==> config.mk <==
export PLATFORM = sky130hd
export DESIGN_NAME = bankgroup_rd_collector_flat
export DESIGN_NICKNAME = d
export VERILOG_FILES = /design/src/rtl/bankgroup_rd_collector_if.sv /design/src/rtl/bankgroup_rd_collector.sv /design/src/flat_wrapper.sv
export SDC_FILE = /design/constraint.sdc
export NUM_CORES = 1
export LEC_CHECK = 0
export BUFFER_PORTS_ARGS = -buffer_cell sky130_fd_sc_hd__buf_2
export CORE_MARGIN = 2
export CORE_UTILIZATION = 35
export DETAILED_ROUTE_END_ITERATION = 16
export HOLD_SLACK_MARGIN = 0.06
export PLACE_DENSITY = 0.55
export SLEW_MARGIN = 15
export SYNTH_ARGS = -nofsm -noshare
export SYNTH_HDL_FRONTEND = slang
export SYNTH_SLANG_ARGS = --single-unit
==> constraint.sdc <==
create_clock -name clk -period 6.6 [get_ports clk]
set_clock_uncertainty 0.2 [all_clocks]
set_input_delay 0 -clock clk [delete_from_list [all_inputs] [get_ports clk]]
set_output_delay 0 -clock clk [all_outputs]
set_load 0.005 [all_outputs]
==> src/rtl/bankgroup_rd_collector_if.sv <==
// Handshake bundle between the bankgroup read path, the PE consumer and bankgroup_rd_collector.
// Statistics signals exist only when RD_COLLECT_STAT_EN is defined.
interface bankgroup_rd_collector_if #(
  parameter int DATA_W = 32
);
  logic              req_valid_i;
  logic              flush_i;
  logic [DATA_W:0]   dout_bus_i;
  logic              issue_ready_o;
  logic              rd_valid_o;
  logic [DATA_W-1:0] rd_data_o;
  logic              rd_ready_i;
  logic              err_overrun_o;
  logic              err_spurious_o;
`ifdef RD_COLLECT_STAT_EN
  logic [31:0]       stat_rd_cnt_o;
  logic [31:0]       stat_stall_cnt_o;

  modport master (
    output req_valid_i, flush_i, dout_bus_i, rd_ready_i,
    input  issue_ready_o, rd_valid_o, rd_data_o, err_overrun_o, err_spurious_o,
    input  stat_rd_cnt_o, stat_stall_cnt_o
  );

  modport slave (
    input  req_valid_i, flush_i, dout_bus_i, rd_ready_i,
    output issue_ready_o, rd_valid_o, rd_data_o, err_overrun_o, err_spurious_o,
    output stat_rd_cnt_o, stat_stall_cnt_o
  );
`else
  modport master (
    output req_valid_i, flush_i, dout_bus_i, rd_ready_i,
    input  issue_ready_o, rd_valid_o, rd_data_o, err_overrun_o, err_spurious_o
  );

  modport slave (
    input  req_valid_i, flush_i, dout_bus_i, rd_ready_i,
    output issue_ready_o, rd_valid_o, rd_data_o, err_overrun_o, err_spurious_o
  );
`endif
endinterface

==> src/rtl/bankgroup_rd_collector.sv <==
// Collects bankgroup read responses in order into a small FIFO with issue credit and error flags.
// Optional pop/stall statistics counters are enabled by defining RD_COLLECT_STAT_EN.
module bankgroup_rd_collector #(
  parameter int DEPTH  = 4,
  parameter int DATA_W = 32,
  parameter int CNT_W  = $clog2(DEPTH) + 1
) (
  input logic                          clk,
  input logic                          rst,
  bankgroup_rd_collector_if.slave      bus
);
  localparam int PTR_W = $clog2(DEPTH);

  logic [DATA_W-1:0] mem [DEPTH];
  logic [CNT_W-1:0]  os_q, occ_q;
  logic [PTR_W-1:0]  rd_ptr_q, wr_ptr_q;
  logic              rd_valid_q;
  logic [DATA_W-1:0] rd_data_q;
  logic              err_overrun_q, err_spurious_q;

  logic              resp_v;
  logic [DATA_W-1:0] resp_data;
  logic [CNT_W:0]    credit_sum;
  logic              issue_ready;
  logic              req_fire, resp_ok, pop, push, full;
  logic [CNT_W-1:0]  os_next, occ_next, occ_after_pop;
  logic [PTR_W-1:0]  rd_ptr_next;

  assign resp_v      = bus.dout_bus_i[DATA_W];
  assign resp_data   = bus.dout_bus_i[DATA_W-1:0];
  // Credit is decoded from registered counters only, so no input reaches issue_ready_o.
  assign credit_sum  = {1'b0, os_q} + {1'b0, occ_q};
  assign issue_ready = credit_sum < (CNT_W+1)'(DEPTH);

  assign req_fire = bus.req_valid_i & issue_ready;
  assign resp_ok  = resp_v & ((os_q != '0) | req_fire);
  assign pop      = rd_valid_q & bus.rd_ready_i;
  assign full     = occ_q == CNT_W'(DEPTH);
  assign push     = resp_ok & (~full | pop);

  assign occ_after_pop = occ_q - CNT_W'(pop);
  assign rd_ptr_next   = rd_ptr_q + PTR_W'(pop);

  always_comb begin
    os_next = os_q;
    if (req_fire & ~resp_ok)      os_next = os_q + 1'b1;
    else if (resp_ok & ~req_fire) os_next = os_q - 1'b1;
    occ_next = occ_after_pop + CNT_W'(push);
  end

  // NOTE: storage carries no reset; pointers and occupancy alone define which entries are live.
  always_ff @(posedge clk) begin
    if (push & ~bus.flush_i & ~rst) mem[wr_ptr_q] <= resp_data;
  end

  always_ff @(posedge clk) begin
    if (rst) begin
      os_q           <= '0;
      occ_q          <= '0;
      rd_ptr_q       <= '0;
      wr_ptr_q       <= '0;
      rd_valid_q     <= 1'b0;
      rd_data_q      <= '0;
      err_overrun_q  <= 1'b0;
      err_spurious_q <= 1'b0;
    end else if (bus.flush_i) begin
      os_q       <= '0;
      occ_q      <= '0;
      rd_ptr_q   <= '0;
      wr_ptr_q   <= '0;
      rd_valid_q <= 1'b0;
    end else begin
      os_q       <= os_next;
      occ_q      <= occ_next;
      rd_ptr_q   <= rd_ptr_next;
      wr_ptr_q   <= wr_ptr_q + PTR_W'(push);
      rd_valid_q <= occ_next != '0;
      // Head register: an empty-after-pop FIFO takes the incoming word, otherwise the next stored entry.
      if (occ_after_pop == '0) begin
        if (push) rd_data_q <= resp_data;
      end else begin
        rd_data_q <= mem[rd_ptr_next];
      end
      if ((bus.req_valid_i & ~issue_ready) | (resp_ok & full & ~pop)) err_overrun_q <= 1'b1;
      if (resp_v & ~resp_ok) err_spurious_q <= 1'b1;
    end
  end

  assign bus.issue_ready_o  = issue_ready;
  assign bus.rd_valid_o     = rd_valid_q;
  assign bus.rd_data_o      = rd_data_q;
  assign bus.err_overrun_o  = err_overrun_q;
  assign bus.err_spurious_o = err_spurious_q;

`ifdef RD_COLLECT_STAT_EN
  logic [31:0] stat_rd_cnt_q, stat_stall_cnt_q;

  // Statistics survive flush; only rst clears them.
  always_ff @(posedge clk) begin
    if (rst) begin
      stat_rd_cnt_q    <= '0;
      stat_stall_cnt_q <= '0;
    end else begin
      if (pop && stat_rd_cnt_q != 32'hffff_ffff) stat_rd_cnt_q <= stat_rd_cnt_q + 1'b1;
      if (rd_valid_q && !bus.rd_ready_i && stat_stall_cnt_q != 32'hffff_ffff)
        stat_stall_cnt_q <= stat_stall_cnt_q + 1'b1;
    end
  end

  assign bus.stat_rd_cnt_o    = stat_rd_cnt_q;
  assign bus.stat_stall_cnt_o = stat_stall_cnt_q;
`endif
endmodule
==> src/flat_wrapper.sv <==
// flat-port wrapper written by rule: the top's interface ports become plain ports
module bankgroup_rd_collector_flat 
#(
  parameter int DEPTH  = 4,
  parameter int DATA_W = 32,
  parameter int CNT_W  = $clog2(DEPTH) + 1
)
  (clk, rst, bus_req_valid_i, bus_flush_i, bus_dout_bus_i, bus_rd_ready_i, bus_issue_ready_o, bus_rd_valid_o, bus_rd_data_o, bus_err_overrun_o, bus_err_spurious_o);
  bankgroup_rd_collector_if #(.DATA_W(DATA_W)) bus_i ();
  input logic clk;
  input logic rst;
  input wire logic [$bits(bus_i.req_valid_i)-1:0] bus_req_valid_i;
  input wire logic [$bits(bus_i.flush_i)-1:0] bus_flush_i;
  input wire logic [$bits(bus_i.dout_bus_i)-1:0] bus_dout_bus_i;
  input wire logic [$bits(bus_i.rd_ready_i)-1:0] bus_rd_ready_i;
  output wire logic [$bits(bus_i.issue_ready_o)-1:0] bus_issue_ready_o;
  output wire logic [$bits(bus_i.rd_valid_o)-1:0] bus_rd_valid_o;
  output wire logic [$bits(bus_i.rd_data_o)-1:0] bus_rd_data_o;
  output wire logic [$bits(bus_i.err_overrun_o)-1:0] bus_err_overrun_o;
  output wire logic [$bits(bus_i.err_spurious_o)-1:0] bus_err_spurious_o;
  assign bus_i.req_valid_i = bus_req_valid_i;
  assign bus_i.flush_i = bus_flush_i;
  assign bus_i.dout_bus_i = bus_dout_bus_i;
  assign bus_i.rd_ready_i = bus_rd_ready_i;
  assign bus_issue_ready_o = bus_i.issue_ready_o;
  assign bus_rd_valid_o = bus_i.rd_valid_o;
  assign bus_rd_data_o = bus_i.rd_data_o;
  assign bus_err_overrun_o = bus_i.err_overrun_o;
  assign bus_err_spurious_o = bus_i.err_spurious_o;
  bankgroup_rd_collector #(.DEPTH(DEPTH), .DATA_W(DATA_W), .CNT_W(CNT_W)) u_core (.clk(clk), .rst(rst), .bus(bus_i));
endmodule
==> results of run 1 <==
## cell type report
type	count	area (um^2)	share of cell area (%)
clock inverters	8	141	1.64
repair buffers	115	813	9.45
clock buffers	24	452	5.25
flip-flops and latches	173	4740	55.2
well taps	265	332	3.85
inverters	7	26.3	0.305
multi-input cells	222	2090	24.3
## metrics by stage
step | setup slack [ns] | power [mW] | cells | utilization, % | hold WS [ns]
2_1_floorplan | 1.82 | 1.51 | 426 | - | -0.101
3_3_place_gp | 3.24 | 1.62 | 743 | 39.0 | 0.0322
3_5_place_dp | 3.20 | 1.64 | 745 | 39.2 | 0.0366
4_1_cts | 3.19 | 2.67 | 814 | 44.2 | 0.132
5_1_grt | 3.02 | 2.75 | 814 | 44.2 | 0.146
6_report | 3.23 | 2.64 | 814 | 44.2 | 0.151
## flip-flops by register name, indices dropped and copies added, names as in the netlist
register,cells
u_core.bus.err_spurious_o,1
u_core.occ_q,3
u_core.rd_ptr_q,2
u_core.bus.rd_valid_o,1
u_core.bus.err_overrun_o,1
u_core.wr_ptr_q,2
u_core.bus.rd_data_o,32
u_core.os_q,3
u_core.mem,128
## worst paths after layout
kind,cells after the start,endpoint,slack (ns),start
max,5,u_core.mem[1][14],3.23,u_core.occ_q[2]
max reg2reg,5,u_core.mem[1][14],3.23,u_core.occ_q[2]
min reg2reg,2,u_core.bus.err_spurious_o,0.28,u_core.bus.err_spurious_o
min,2,u_core.mem[3][20],0.15,bus_dout_bus_i[20]
## cell usage in the layout, fill, tap and decap left out, types with 2 or more instances in the layout
cell type | Yosys | final
edfxtp_1 | 128 | 128
buf_2 | 5 | 73
mux2i_1 | 66 | 66
dfxtp_1 | 45 | 45
dlygate4sd3_1 | 0 | 37
a21oi_1 | 34 | 34
mux2_2 | 32 | 32
o221a_2 | 26 | 26
clkbuf_16 | 0 | 17
nor2_1 | 9 | 8
inv_1 | 7 | 7
ha_1 | 8 | 7
clkbuf_1 | 8 | 7
and2_1 | 6 | 6
o221a_1 | 6 | 6
nand2_1 | 5 | 5
bufinv_16 | 0 | 4
a31oi_1 | 3 | 3
xor2_1 | 4 | 3
buf_4 | 8 | 3
nor3_2 | 1 | 2
or3_1 | 2 | 2
xnor2_1 | 2 | 2
clkinv_1 | 0 | 2
buf_16 | 0 | 2
## layer usage
metal / wire length (um) / part of all wire [%]
met1: 6560 / 47
met5: 0 / 0
met3: 480 / 3.4
met2: 6920 / 49
met4: 126 / 0.89
## power by group through the flow
stage	logic, mW	clock network [mW]	registers (mW)
after floorplan	0.223	0	1.28
after global routing	0.405	1.08	1.26
after global placement	0.337	0	1.28
after detailed placement	0.359	0	1.28
after CTS	0.378	1.03	1.26
final	0.370	1.01	1.26
## kinds of logic after synthesis
kind of cell	count (synthesis)
buf+inv	31
mux	98
fa+ha+maj	9
flops	173
simple gates	35
compound gates	74
xor+xnor	6
## critical path: cells and delay by family (launching register included)
kind                       cells  cell delay [ns]
and+or+nand+nor                3             1.65
DFF                            1             0.46
AOI/OAI and AO/OA              1             0.38
adders and majority gates      1             0.29
## timing repair
item                      CTS  global route
gates resized for setup     0             0
hold endpoints to repair  173             0
hold buffers               37             0
==> impl_metrics.csv, run 1 <==
group,metric,value,unit
cells_and_area,nets,583,
worst_setup_path,crit_type,"flop to flop",
sta,max_slew.worst_pin.slew,1.13,ns
global_route,met2_usage,24.0,%
synth,ys_ff_latch,173,
synth,synth_simple_gate_area_share,3.13,%
synth,synth.area.mux_share,14.7,%
global_route,grtUsageMet3,3.93,%
cells_and_area,fin_area,8600,um^2
worst_setup_path,worstSetupEndpointType,"flop",
synth,synth-seq-area-share,68.2,%
cells_and_area,drive_gt1_share,32.1,%
sta,setup_viol,0,
drt,drt.antenna.violating_nets,0,
worst_setup_path,critical_path.max_fanout,32,
synth,yosys.area.top_type,"edfxtp_1",
cells_and_area,n_antenna_cell,0,
cells_and_area,n_fill_cell,1745,
synth,syn_area_per_cell,16.3,um^2
worst_setup_path,critPathMaxStageDelay,0.88,ns
power,combinationalPowerShare,14.0,%
floorplanning,ioPinCount,74,
worst_setup_path,arrival,3.20,ns
floorplanning,initial_core_util,35.7,%
place,place_hpwl,8140,um
floorplanning,fp.dieW,145,um
sta,period_minus_slack,3.37,ns
clocking,cts_setup_buffers,0,
global_route,antenna_found_initial,0,
drt,drt_iter0_markers,154,
synth,syn_nets,473,
floorplanning,core,19500,um^2
cells_and_area,areaGrowthSynthToFinish,23.7,%
clocking,cts_tree,"built",
power,p_leak,3.01,nW
synth,synth_area_leaders,"edfxtp_1 55%, dfxtp_1 13%, mux2i_1 9.5%, mux2_2 5.2%, o221a_2 4.2%",
floorplanning,rows,51,
floorplanning,die_y,145,um
clocking,htreeDepth,4,
sta,clock.fmax,0.297,GHz
worst_setup_path,crit_chain,"ha_1 > or4b_4 > a221oi_4 > nand2_1 > nor2_4",
floorplanning,dieArea,21000,um^2
clocking,clk_pin_slew_worst_paths,0.06,ns
clocking,clock-root-buffer,"clkbuf_16",
synth,yosys_warnings,0,
place,port_buffers,73,
power,ir_drop,0.000202,V
drt,wirelength,14100,um
synth,async_reset_ff_share,0,%
worst_hold_path,worstHoldPathType,"input port to flop",
power,p_per_area,306,nW/um^2
synth,synth_ff_type,"edfxtp_1",
global_route,grt_max_degree,66,
sta,finalHoldViolations,0,
sta,tns,0,ns
place,gp_congestion,0.790,
outcome,outcome,"finished, final reports clean",
sta,finalCritPeriodShare,51.1,%
global_route,grt_pass1_vias,4176,
global_route,grt_overflow,0,
worst_setup_path,cp-start-kind,"flop",
synth,ys_types,39,
clocking,cts_buffer_depth,2,
clocking,worstSkewPairLatency,0.42,ns
power,p_clk_share,38.2,%
synth,synth_top_area_share,55.3,%
synth,synth_compound_area_share,8.96,%
clocking,numCtsBuffers,17,
drt,drt-pass1-iter-count,4,
sta,rsz0062_at_grt,"false",
sta,maxSlewHeadroom,24.5,%
global_route,grt_pass1_wl,22500,um
drt,drc,0,
global_route,track_usage,14.0,%
power,p_sw_share,22.5,%
synth,synth_common_cells,"128 x edfxtp_1, 66 x mux2i_1, 45 x dfxtp_1, 34 x a21oi_1, 32 x mux2_2",
worst_setup_path,worstPathRequired,6.43,ns
clocking,clock_sinks,173,
synth,yosysMostFrequentCell,"edfxtp_1",
global_route,grt.met1_usage,17.6,%
sta,slew_violations,0,
run,maxCapViolCount,0,
drt,vias,3934,
synth,synth_top_family_by_area,"multiplexers",
drt,wl_per_cell,17.3,um
global_route,busiest_layer,"met2",
power,seq_power_share,47.7,%
drt,post_drt_via_cell_ratio,4.83,
power,netSwitchingPower,0.592,mW
synth,synth_xor_area_share,0.756,%
synth,synth_edf_count,128,
synth,synthAdderAreaFrac,1.73,%
worst_setup_path,critPathSlowestCell,"nor2_4",
synth,synth_area,6950,um^2
synth,netlist_instances,426,
place,placed_cell_area,7640,um^2
power,intPower,2.04,mW
Note: power is estimated with default switching activity, not from simulation.
==> run 2: changes to the inputs <==
PLACE_DENSITY = 0.57   (was 0.55)
clock period = 2.9 ns   (was 6.6 ns; I/O delays follow)
==> run 2 against run 1 <==
  * Critical path depth is 5 higher
  * Core utilization is 1.4 points higher
  * Maximum frequency is 21% higher
  * Final area is 3.2% higher
  * Wire length is 1.4% higher
  * Setup slack worse by 3.1 ns
  * Register-to-register slack worse by 3.1 ns
  * Non-clock buffer count is 15 higher
  * Largest power group unchanged
==> impl_metrics.csv, run 2 (synthesis results as in run 1) <==
group,metric,value,unit
power,p_leak,3.11,nW
floorplanning,rows,51,
power,ir_drop,0.000360,V
power,p_per_area,687,nW/um^2
power,combinationalPowerShare,14.1,%
floorplanning,die_y,145,um
global_route,antenna_found_initial,1,
drt,drt.antenna.violating_nets,0,
worst_setup_path,r2r_cells,10,
worst_setup_path,cp-start-kind,"flop",
global_route,grt_overflow,0,
cells_and_area,layout_common_cells,"128 x edfxtp_1, 73 x buf_2, 66 x mux2i_1",
global_route,grt_max_degree,34,
clocking,cts_tree,"built",
clocking,clk_pin_slew_worst_paths,0.06,ns
global_route,grtUsageMet3,3.77,%
clocking,numCtsBuffers,17,
worst_setup_path,arrival,2.94,ns
sta,setup_viol,0,
place,place_hpwl,8780,um
worst_hold_path,min-delay-start,"bus_dout_bus_i[19]",
clocking,worstSkewPairLatency,0.42,ns
clocking,cts_buffer_depth,2,
run,maxCapViolCount,0,
sta,period_minus_slack,2.78,ns
power,p_sw_share,24.0,%
worst_setup_path,critPathSlowestCell,"or3_4",
global_route,grt_pass1_vias,4280,
worst_hold_path,holdPathEnd,"u_core.mem[1][19]",
clocking,clock_sinks,173,
drt,vias,4015,
cells_and_area,drive_gt1_share,36.5,%
worst_setup_path,r2r_end,"u_core.os_q[2]",
drt,post_drt_via_cell_ratio,4.84,
outcome,outcome,"finished, final reports clean",
sta,rsz0062_at_grt,"false",
cells_and_area,nets,598,
drt,drt_iter0_markers,142,
worst_setup_path,critPathMaxStageDelay,0.39,ns
drt,wl_per_cell,17.2,um
place,gp_congestion,0.747,
floorplanning,ioPinCount,74,
worst_setup_path,crit_type,"flop to flop",
drt,drc,0,
power,seq_power_share,47.0,%
cells_and_area,mostFrequentLayoutCell,"edfxtp_1",
worst_setup_path,worstSetupEndpointType,"flop",
clocking,clock-root-buffer,"clkbuf_16",
global_route,track_usage,14.3,%
drt,drt-pass1-iter-count,5,
drt,wirelength,14300,um
worst_hold_path,worstHoldPathCells,2,
power,netSwitchingPower,1.46,mW
sta,finalHoldViolations,0,
sta,hold_slack,0.128,ns
sta,maxSlewHeadroom,67.9,%
global_route,grt_pass1_wl,23000,um
cells_and_area,regMostFlops,"u_core.mem",
sta,timing.final.ws_setup,0.117,ns
cells_and_area,n_fill_cell,1762,
power,p_clk_share,38.9,%
floorplanning,initial_core_util,35.7,%
sta,clock.fmax,0.359,GHz
floorplanning,core,19500,um^2
sta,max_slew.worst_pin.slew,0.481,ns
worst_setup_path,critical_path.max_fanout,4,
place,port_buffers,73,
floorplanning,dieArea,21000,um^2
global_route,grt.met1_usage,17.8,%
sta,slew_violations,0,
worst_setup_path,crit_chain,"ha_4 > or3_4 > a31oi_4 > and2_1 > ha_2 > inv_1 > fa_1 > xor2_1 > or3_1 > a21oi_2",
global_route,met2_usage,24.3,%
worst_setup_path,r2r-start,"u_core.os_q[2]",
global_route,busiest_layer,"met2",
cells_and_area,areaGrowthSynthToFinish,27.6,%
sta,finalCritPeriodShare,96.0,%
cells_and_area,largest_register_ffs,128,
worst_setup_path,worstPathRequired,3.05,ns
worst_hold_path,worstHoldPathType,"input port to flop",
power,intPower,4.64,mW
floorplanning,fp.dieW,145,um
worst_setup_path,r2r_setup_slack,0.12,ns
clocking,htreeDepth,4,
place,pre_cts_ws,-0.0268,ns
## run 2: changes by cell type in the layout (fill, tap and decap cells not counted), sizes merged
cell,change
buf,+15
clkbuf,-4
clkinvlp,+3
inv,+3
bufinv,-1
clkinv,-1
diode,+1
## run 2: power by group through the flow
stage | logic (mW) | registers, mW | clock network, mW
after global placement | 0.807 | 2.91 | 0
final | 0.863 | 2.86 | 2.37
after floorplan | 0.510 | 2.92 | 0
after detailed placement | 0.820 | 2.92 | 0
after CTS | 0.877 | 2.86 | 2.42
after global routing | 0.949 | 2.88 | 2.51
## run 2: per-layer routing
layer / vias up / wire, um
li1: 1916 / -
met1: 2019 / 6650
met2: 64 / 7010
met3: 16 / 464
met4: 0 / 169
met5: - / 0
## run 2: worst max path at each step
stage,startpoint,endpoint,slack [ns],cells past startpoint
floorplan,u_core.occ_q[2],u_core.mem[2][0],-0.15,5
finish,u_core.os_q[2],u_core.os_q[2],0.12,10
detailed placement,u_core.os_q[2],u_core.os_q[2],-0.03,10
global placement,u_core.occ_q[2],u_core.os_q[2],0.07,10
CTS,u_core.os_q[2],u_core.os_q[2],0.11,10
global route,u_core.os_q[2],u_core.os_q[2],0.02,10
## run 2: critical path: cells and delay by family, from the launching register on
| family | cells | cell delay (ns) |
|---|---|---|
| simple gates | 3 | 0.86 |
| buf+inv | 1 | 0.05 |
| fa+ha+maj | 3 | 0.78 |
| xor+xnor | 1 | 0.18 |
| compound gates | 2 | 0.28 |
| flops | 1 | 0.36 |
## run 2: cell type report
class	count	area [um^2]	area share, %
Clock buffer	20	457	5.15
Sequential cell	173	4750	53.6
Multi-Input combinational cell	222	2150	24.2
Inverter	7	26.3	0.296
Timing Repair Buffer	130	998	11.3
Tap cell	265	332	3.74
Antenna cell	1	2.50	0.0282
Clock inverter	12	160	1.80
## run 2: timing repair
item                                    4_1_cts  5_1_grt
endpoints found under the hold margin       173        0
hold buffers                                 37        0
pin swaps                                     1        0
endpoints found under the setup margin        1        1
setup buffers                                 2        0
gates resized for setup                       5        1
## run 2: per-stage QoR
stage / instance area, um^2 / setup TNS [ns] / instances / utilization [%] / power [mW]
finish: 8870 / 0 / 830 / 45.6 / 6.10
global route: 8870 / 0 / 830 / 45.6 / 6.34
CTS: 8870 / 0 / 829 / 45.6 / 6.16
detailed placement: 7840 / -0.0268 / 758 / 40.3 / 3.74
global placement: 7840 / 0 / 758 / 40.3 / 3.72
floorplan: 7010 / -6.25 / 426 / - / 3.43
==> run 3: changes to the inputs <==
CTS_BUF_LIST = sky130_fd_sc_hd__clkbuf_8   (was unset)
==> run 3 against run 2 <==
  * Core utilization fell by 0.92 points
  * Largest power group unchanged
  * Die area did not move
  * Combinational power rose by 0.7%
  * Largest cell class unchanged
  * Highest routed layer unchanged
  * Register-to-register slack improved by 0.02 ns
  * Setup slack improved by 0.024 ns
  * Final cell count rose by 0.12%
  * Final area fell by 2.0%
  * Wire length fell by 0.53%
  * Sequential cell count did not move
  * Total power fell by 9.6%
  * Sequential share of layout area rose by 1.1 points
  * Via count fell by 0.20%
==> impl_metrics.csv, run 3 (synthesis results as in run 1) <==
group,metric,value,unit
floorplanning,dieArea,21000,um^2
sta,finalCritPeriodShare,95.1,%
drt,drt.antenna.violating_nets,0,
global_route,track_usage,14.2,%
global_route,grt_max_degree,34,
global_route,antenna_found_initial,1,
cells_and_area,areaGrowthSynthToFinish,25.0,%
clocking,clock-root-buffer,"clkbuf_8",
worst_setup_path,r2r_cells,10,
worst_setup_path,worstSetupEndpointType,"flop",
clocking,cts_tree,"built",
sta,setup_viol,0,
place,placed_cell_area,7840,um^2
worst_hold_path,worstHoldPathType,"input port to flop",
floorplanning,core,19500,um^2
cells_and_area,n_fill_cell,1785,
worst_hold_path,worstHoldPathCells,2,
drt,wirelength,14200,um
sta,rsz0062_at_grt,"false",
floorplanning,initial_core_util,35.7,%
global_route,grt_pass1_wl,22900,um
sta,maxSlewHeadroom,68.0,%
worst_setup_path,worstPathRequired,3.09,ns
sta,finalHoldViolations,0,
worst_setup_path,crit_type,"flop to flop",
run,maxCapViolCount,0,
floorplanning,die_y,145,um
sta,clock.fmax,0.362,GHz
drt,post_drt_via_cell_ratio,4.82,
worst_hold_path,min-delay-start,"bus_dout_bus_i[19]",
worst_setup_path,critPathSlowestCell,"or3_4",
worst_hold_path,holdPathEnd,"u_core.mem[1][19]",
drt,drt_iter0_markers,166,
power,p_per_area,634,nW/um^2
cells_and_area,fin_area,8690,um^2
power,p_leak,3.03,nW
cells_and_area,mostFrequentLayoutCell,"edfxtp_1",
sta,slew_violations,0,
worst_setup_path,r2r_end,"u_core.os_q[2]",
cells_and_area,largest_register_ffs,128,
floorplanning,ioPinCount,74,
clocking,cts_buffer_depth,2,
global_route,grt_overflow,0,
floorplanning,rows,51,
drt,drt-pass1-iter-count,4,
worst_setup_path,critPathMaxStageDelay,0.39,ns
worst_setup_path,cp-start-kind,"flop",
clocking,numCtsBuffers,17,
cells_and_area,regMostFlops,"u_core.mem",
cells_and_area,multi_input_area,2150,um^2
global_route,grt_pass1_vias,4257,
floorplanning,fp.dieW,145,um
clocking,worstSkewPairLatency,0.45,ns
clocking,htreeDepth,4,
cells_and_area,nets,599,
sta,hold_slack,0.103,ns
worst_setup_path,critical_path.max_fanout,2,
place,gp_congestion,0.747,
cells_and_area,final_core_util,44.7,%
drt,drc,0,
clocking,clock_sinks,173,
worst_setup_path,r2r_setup_slack,0.14,ns
drt,vias,4007,
sta,period_minus_slack,2.76,ns
place,port_buffers,73,
worst_setup_path,r2r-start,"u_core.os_q[2]",
worst_setup_path,crit_chain,"ha_4 > or3_4 > a31oi_4 > and2_4 > ha_2 > inv_1 > fa_2 > xor2_1 > or3_1 > a21oi_2",
sta,max_slew.worst_pin.slew,0.480,ns
cells_and_area,drive_gt1_share,37.0,%
cells_and_area,seq_area,4750,um^2
power,ir_drop,0.000274,V
cells_and_area,layout_common_cells,"128 x edfxtp_1, 73 x buf_2, 66 x mux2i_1",
drt,wl_per_cell,17.1,um
worst_setup_path,arrival,2.94,ns
place,place_hpwl,8780,um
clocking,clk_pin_slew_worst_paths,0.09,ns
outcome,outcome,"finished, final reports clean",
[run 3: cell types whose count changed in the layout (fill, tap and decap cells not counted), sizes merged]
cell,before,now
buf,93,94
clkbuf,20,19
inv,10,11
[run 3: per-layer routing]
metal	vias to the layer above	share of wire, %	track usage, %
met1	2006	46	17.8
met3	19	3.6	3.77
met4	0	1.3	4.21
li1	1913	-	-
met2	69	49	24.2
met5	-	0	0
[run 3: repair_timing]
item                                    in CTS  in global routing
buffers inserted                             3                  0
pin swaps                                    1                  1
resized for setup                            4                  4
hold buffers                                37                  0
endpoints found under the setup margin       1                  1
endpoints found under the hold margin      173                  0
[run 3: metrics by stage]
| stage | worst slack, ns | TNS [ns] | instances | power [mW] |
|---|---|---|---|---|
| global placement | 0.0674 | 0 | 758 | 3.72 |
| finish | 0.141 | 0 | 831 | 5.51 |
| global route | 0.0595 | 0 | 831 | 5.77 |
| detailed placement | -0.0268 | -0.0268 | 758 | 3.74 |
| floorplan | -0.147 | -6.25 | 426 | 3.43 |
| CTS | 0.00233 | 0 | 830 | 5.57 |
[run 3: report_power, final]
group	leakage, nW	switching (mW)	internal [mW]
combinational	1.30	0.429	0.439
clock	0.212	0.882	0.904
sequential	1.53	0.0725	2.79
total	3.03	1.38	4.13
[run 3: worst max-delay path, delay by kind of cell (launching register included)]
family,cells,cell delay (ns)
adders and majority gates,3,0.74
AOI/OAI and AO/OA,2,0.30
xor gates and xnor gates,1,0.17
DFF,1,0.36
buffers and inverters,1,0.05
and+or+nand+nor,3,0.88
[run 3: worst max path at each step]
stage                     from                end  slack (ns)  cells past startpoint
2_1_floorplan  u_core.occ_q[2]   u_core.mem[2][0]       -0.15                      5
3_3_place_gp   u_core.occ_q[2]     u_core.os_q[2]        0.07                     10
3_5_place_dp    u_core.os_q[2]     u_core.os_q[2]       -0.03                     10
4_1_cts         u_core.os_q[2]     u_core.os_q[2]       0.002                     10
5_1_grt         u_core.os_q[1]  u_core.mem[2][26]        0.06                      6
6_report        u_core.os_q[2]     u_core.os_q[2]        0.14                     10
[run 3: final cells by class]
| cell class | count | share of cell area, % |
|---|---|---|
| flip-flops and latches | 173 | 54.7 |
| multi-input cells | 222 | 24.7 |
| repair buffers | 131 | 11.6 |
| well taps | 265 | 3.81 |
| clock buffers | 19 | 3.01 |
| clock inverters | 13 | 1.89 |
| inverters | 7 | 0.302 |
| diodes | 1 | 0.0288 |
